$ cat src/rtl/serial_subtractor_if.sv
// Operand/result bundle for the bit-serial subtractor.
// The master side (controller or bench) drives start and the operands and
// collects busy/done and the registered result; the slave side is the datapath.
interface serial_subtractor_if #(
    parameter int WIDTH = 8
);
    logic             start;
    logic [WIDTH-1:0] a;
    logic [WIDTH-1:0] b;
    logic             busy;
    logic             done;
    logic [WIDTH-1:0] diff;
    logic             borrow_out;

    modport master (
        output start, a, b,
        input  busy, done, diff, borrow_out
    );

    modport slave (
        input  start, a, b,
        output busy, done, diff, borrow_out
    );
endinterface

$ cat src/rtl/serial_subtractor.sv
// Bit-serial, LSB-first subtractor: diff = a - b (mod 2^WIDTH) in WIDTH cycles.
// One full-subtractor cell plus a borrow flip-flop; operands are captured on the
// accepted start edge, and diff/borrow_out only change on completion or reset.
module serial_subtractor #(
    parameter int WIDTH = 8
) (
    input  logic                clk,
    input  logic                rst_n,
    serial_subtractor_if.slave  bus
);
    localparam int CW = $clog2(WIDTH) + 1;

    typedef enum logic [1:0] {
        ST_IDLE  = 2'd0,
        ST_SHIFT = 2'd1,
        ST_DONE  = 2'd2
    } state_t;

    state_t           r_state;
    state_t           w_nextState;

    logic [WIDTH-1:0] r_aSr;
    logic [WIDTH-1:0] r_bSr;
    logic [WIDTH-2:0] r_resSr;
    logic             r_borrowQ;
    logic [CW-1:0]    r_count;
    logic [WIDTH-1:0] r_diff;
    logic             r_borrowOut;

    logic             w_accept;
    logic             w_last;
    logic             w_d;
    logic             w_bNext;
    logic [WIDTH-1:0] w_result;

    // A new operation may only begin while no subtraction is in flight.
    assign w_accept = bus.start && ((r_state == ST_IDLE) || (r_state == ST_DONE));
    assign w_last   = (r_count == CW'(WIDTH - 1));

    // Full-subtractor cell on the current LSBs with the registered borrow.
    assign w_d     = r_aSr[0] ^ r_bSr[0] ^ r_borrowQ;
    assign w_bNext = (~r_aSr[0] & r_bSr[0]) | (~(r_aSr[0] ^ r_bSr[0]) & r_borrowQ);

    // The partial result holds the WIDTH-1 bits already produced; the current
    // difference bit completes the word, so the final bit needs no extra cycle.
    assign w_result = {w_d, r_resSr};

    assign bus.busy       = (r_state == ST_SHIFT);
    assign bus.done       = (r_state == ST_DONE);
    assign bus.diff       = r_diff;
    assign bus.borrow_out = r_borrowOut;

    // State register.
    always_ff @(posedge clk or negedge rst_n) begin
        if (!rst_n) begin
            r_state <= ST_IDLE;
        end else begin
            r_state <= w_nextState;
        end
    end

    // Next-state logic: DONE lasts one cycle and may chain straight into SHIFT.
    always_comb begin
        w_nextState = r_state;
        case (r_state)
            ST_IDLE:  if (bus.start) w_nextState = ST_SHIFT;
            ST_SHIFT: if (w_last)    w_nextState = ST_DONE;
            ST_DONE:  w_nextState = bus.start ? ST_SHIFT : ST_IDLE;
            default:  w_nextState = ST_IDLE;
        endcase
    end

    // Datapath: load on accept, shift one bit per SHIFT cycle, publish on the last bit.
    always_ff @(posedge clk or negedge rst_n) begin
        if (!rst_n) begin
            r_aSr       <= '0;
            r_bSr       <= '0;
            r_resSr     <= '0;
            r_borrowQ   <= 1'b0;
            r_count     <= '0;
            r_diff      <= '0;
            r_borrowOut <= 1'b0;
        end else if (w_accept) begin
            r_aSr     <= bus.a;
            r_bSr     <= bus.b;
            r_resSr   <= '0;
            r_borrowQ <= 1'b0;
            r_count   <= '0;
        end else if (r_state == ST_SHIFT) begin
            r_aSr     <= {1'b0, r_aSr[WIDTH-1:1]};
            r_bSr     <= {1'b0, r_bSr[WIDTH-1:1]};
            r_resSr   <= w_result[WIDTH-1:1];
            r_borrowQ <= w_bNext;
            r_count   <= r_count + CW'(1);
            if (w_last) begin
                r_diff      <= w_result;
                r_borrowOut <= w_bNext;
            end
        end
    end
endmodule

$ cat src/flat_wrapper.sv
// flat-port wrapper written by rule: the top's interface ports become plain ports
module serial_subtractor_flat 
#(
    parameter int WIDTH = 8
)
  (clk, rst_n, bus_start, bus_a, bus_b, bus_busy, bus_done, bus_diff, bus_borrow_out);
  serial_subtractor_if #(.WIDTH(WIDTH)) bus_i ();
  input  logic clk;
  input  logic rst_n;
  input wire logic [$bits(bus_i.start)-1:0] bus_start;
  input wire logic [$bits(bus_i.a)-1:0] bus_a;
  input wire logic [$bits(bus_i.b)-1:0] bus_b;
  output wire logic [$bits(bus_i.busy)-1:0] bus_busy;
  output wire logic [$bits(bus_i.done)-1:0] bus_done;
  output wire logic [$bits(bus_i.diff)-1:0] bus_diff;
  output wire logic [$bits(bus_i.borrow_out)-1:0] bus_borrow_out;
  assign bus_i.start = bus_start;
  assign bus_i.a = bus_a;
  assign bus_i.b = bus_b;
  assign bus_busy = bus_i.busy;
  assign bus_done = bus_i.done;
  assign bus_diff = bus_i.diff;
  assign bus_borrow_out = bus_i.borrow_out;
  serial_subtractor #(.WIDTH(WIDTH)) u_core (.clk(clk), .rst_n(rst_n), .bus(bus_i));
endmodule
$ cat config.mk
export PLATFORM = sky130hd
export DESIGN_NAME = serial_subtractor_flat
export DESIGN_NICKNAME = d
export VERILOG_FILES = /design/src/rtl/serial_subtractor_if.sv /design/src/rtl/serial_subtractor.sv /design/src/flat_wrapper.sv
export SDC_FILE = /design/constraint.sdc
export NUM_CORES = 1
export LEC_CHECK = 0
export CELL_PAD_IN_SITES_DETAIL_PLACEMENT = 1
export CELL_PAD_IN_SITES_GLOBAL_PLACEMENT = 2
export CORE_ASPECT_RATIO = 0.7
export CORE_UTILIZATION = 36
export DETAILED_ROUTE_END_ITERATION = 7
export GPL_TIMING_DRIVEN = 0
export HOLD_SLACK_MARGIN = 0.1
export PLACE_DENSITY_LB_ADDON = 0.1
export SETUP_SLACK_MARGIN = 0.3
export SYNTH_ARGS = -nofsm -noshare
export SYNTH_HDL_FRONTEND = slang
export SYNTH_SLANG_ARGS = --single-unit
$ cat constraint.sdc
create_clock -name clk -period 2.52 [get_ports clk]
set_input_delay 0.378 -clock clk [delete_from_list [all_inputs] [get_ports clk]]
set_output_delay 0.378 -clock clk [all_outputs]
set_load 0.02 [all_outputs]
==> run metrics <==
period utilization=0.834; mux contribution to synthesized area=0.0813; Placed Area=1970 um^2; Hold Buf Count CTS=0; initial antenna violation count=0; synth unique cells=25; status=finished clean; critical path's slowest cell=dfrtp_1; I/O pin cnt=30; Tightest Pin Transition=0.844 ns; Num CTS Buffers=5; Layout area overhead=27.0%; global-route wire length before repair=6020 um; DRT antenna net count=0; WP data required=2.14 ns; Worst Setup End Kind=output pin; maximum vdd drop=0.000586 V; RSZ-0062 raised after global routing=no; Port Buffer Count=29; initial core utilization=0.393; Die Span Y=58.0 um; clock-pin slew on the worst setup and hold paths=0.07 ns; row count=19; Post-Synth XOR/XNOR Area=0; Total GRT Usage=0.177; vias in the first global route=1248; H-tree lvl count=2; largest net degree at the start of global routing=40; diode count=0; Setup violations, final=0; Post-Syn Nets=161; Hold Vio Cnt, Final=0; compound-cell area share of the yosys netlist=0.126; setup TNS=0 ns; Slowest Stage Delay on Critical Path=0.37 ns; synthesized cell area=1620 um^2; Clock Skew=0.00248 ns; Pwr Total=0.00267 W; Slew Limit Fails=0; CP Launch Type=register; TritonCTS Sinks=39; share of post-route cells with drive strength above 1=0.131; critical-path cell list=nand2b_1, buf_6, inv_2, buf_2, dlygate4sd2_1; fin area=2050 um^2; Final Core Density=0.499; Post-DP HPWL=2500 um; Relative slew margins=0.438; Most used DFF post-synth=dfrtp_1; drt first pass iters=4; Overflow after GRT=0; sequential area share after synthesis=0.604; number of fill cells=457; DRT iter0 DRCs=49; Leak=0.917 nW; DR WL/cell=15.6 um; WP data arrival=1.72 ns; maxcap violations=0; Buf/Inv on CP=4; worst-path fanout max=10; syn avg cell area=11.5 um^2; FFs w/ async S/R, synth=1.00; Nets=197; DRT Wirelength=3570 um; synthesized flop and latch total=39; Die Footprint=4760 um^2; CTS Buffer Depth=2; Vias=1190; Post-Synth Simple-Gate Area=0.131; largest family of logic cells by synthesized area=simple AND/OR/NAND/NOR gates; number of synthesized flops with an enable pin=0; residual DRC count=0; root buf cell=clkbuf_8; Final min period=2.10 ns; CTS tree=yes; PwrDens=1300 nW/um^2; HP Class=primary input to async pin; vias per inst=5.22; fmax=476 MHz; routability cong.=0.755; die width=82.1 um; critical path class=register to output pin; YS warnings=0; Core ar.=4110 um^2; Gate Count Post-Synth=140; post-CTS setup buffers=0; cell family with most CP delay=buffers and inverters; Adder-Cell Fraction of Synth Area=0.0201; clk_lat worst skew=0.28 ns
[power breakdown]
part / switching [W] / total [W] / internal (W) / leakage [nW]
sequential: 0.000181 / 0.00110 / 0.000922 / 0.483
clock: 0.000203 / 0.000417 / 0.000215 / 0.0470
combinational: 0.000606 / 0.00114 / 0.000538 / 0.387
[final cells by class]
| cell class | count | area [um^2] | share of cell area |
|---|---|---|---|
| sequential | 39 | 976 | 0.476 |
| multi-input combinational | 88 | 579 | 0.282 |
| timing repair buffer | 29 | 284 | 0.138 |
| clock buffer | 6 | 82.6 | 0.0402 |
| tap | 52 | 65.1 | 0.0317 |
| buffer | 9 | 45.0 | 0.0220 |
| inverter | 4 | 15.0 | 0.00732 |
| clock inverter | 1 | 5.00 | 0.00244 |
[final timing paths]
kind	start	end	slack [ns]	cells after the start
worst max-delay path	u_core.r_state[1]	bus_busy	0.42	5
worst min-delay path	rst_n	u_core.bus.diff[1]	0.19	1
worst max register to register	u_core.r_state[1]	u_core.bus.diff[7]	0.84	4
worst min register to register	u_core.r_borrowQ	u_core.r_borrowQ	0.49	1
max in group asynchronous	rst_n	u_core.r_bSr[3]	1.80	1
min in group clk	u_core.r_borrowQ	u_core.r_borrowQ	0.49	1
[sequential cells by signal, summed over array words and instances (netlist names)]
| name | flops |
|---|---|
| u_core.r_bSr | 8 |
| u_core.r_count | 4 |
| u_core.r_state | 2 |
| u_core.bus.borrow_out | 1 |
| u_core.r_resSr | 7 |
| u_core.r_borrowQ | 1 |
| u_core.bus.diff | 8 |
| u_core.r_aSr | 8 |
[cells in the final DEF (no fill, tap or decap)]
cell             Yosys  layout
inv_1                3       3
clkbuf_8             0       6
nor2b_1              1       1
dfrtp_1             39      39
a31oi_1              8       8
nor3_4               1       1
a22oi_1              5       5
nor2_1               9       9
mux2_2               9       9
mux2i_1              3       3
a22o_1              10      10
inv_2                1       1
nand4_1              1       1
fa_1                 1       1
clkbuf_1             5       5
nand2b_1             2       2
o2bb2ai_1            1       1
buf_6                1       1
nand3_1              6       6
clkdlybuf4s50_1      0      27
nand2_1             25      25
and2b_1              1       1
dlygate4sd2_1        0       1
buf_2                3       4
o21ai_0              2       2
a221o_1              1       1
clkinv_2             0       1
nor3_1               1       1
ha_1                 1       1
[per-layer routing]
layer | part of all wire | GRT usage | vias up
li1 | - | - | 564
met1 | 0.51 | 0.245 | 598
met2 | 0.43 | 0.259 | 22
met3 | 0.042 | 0.0472 | 6
met4 | 0.019 | 0.0827 | 0
met5 | 0 | 0 | -
[cells by family (layout without fill, tap and decap cells)]
| family | count (synthesis) | count (layout) |
|---|---|---|
| simple gates | 47 | 47 |
| flops | 39 | 39 |
| compound gates | 27 | 27 |
| buf+inv | 13 | 49 |
| mux | 12 | 12 |
| fa+ha+maj | 2 | 2 |
[repair_timing]
item,in CTS,in global routing
resized for setup,1,0
setup endpoints to repair,1,0
hold endpoints to repair,0,0
[cell usage after synthesis, drive strengths merged (2+ instances only)]
cell / instances / area share
clkbuf: 5 / 0.012
a22oi: 5 / 0.023
mux2i: 3 / 0.019
mux2: 9 / 0.063
o21ai: 2 / 0.0062
nand2b: 2 / 0.0077
inv: 4 / 0.0093
dfrtp: 39 / 0.60
nor3: 2 / 0.013
nor2: 9 / 0.021
buf: 4 / 0.016
nand3: 6 / 0.019
nand2: 25 / 0.058
a31oi: 8 / 0.031
a22o: 10 / 0.054
[stage by stage]
stage | std cells | worst slack, ns | hold WS [ns]
floorplan | 140 | 1.05 | 0.0824
global placement | 221 | 0.125 | 0.472
detailed placement | 221 | 0.434 | 0.474
CTS | 228 | 0.393 | 0.218
global route | 228 | 0.308 | 0.255
finish | 228 | 0.417 | 0.194
Power figures use the tool's default switching activity.
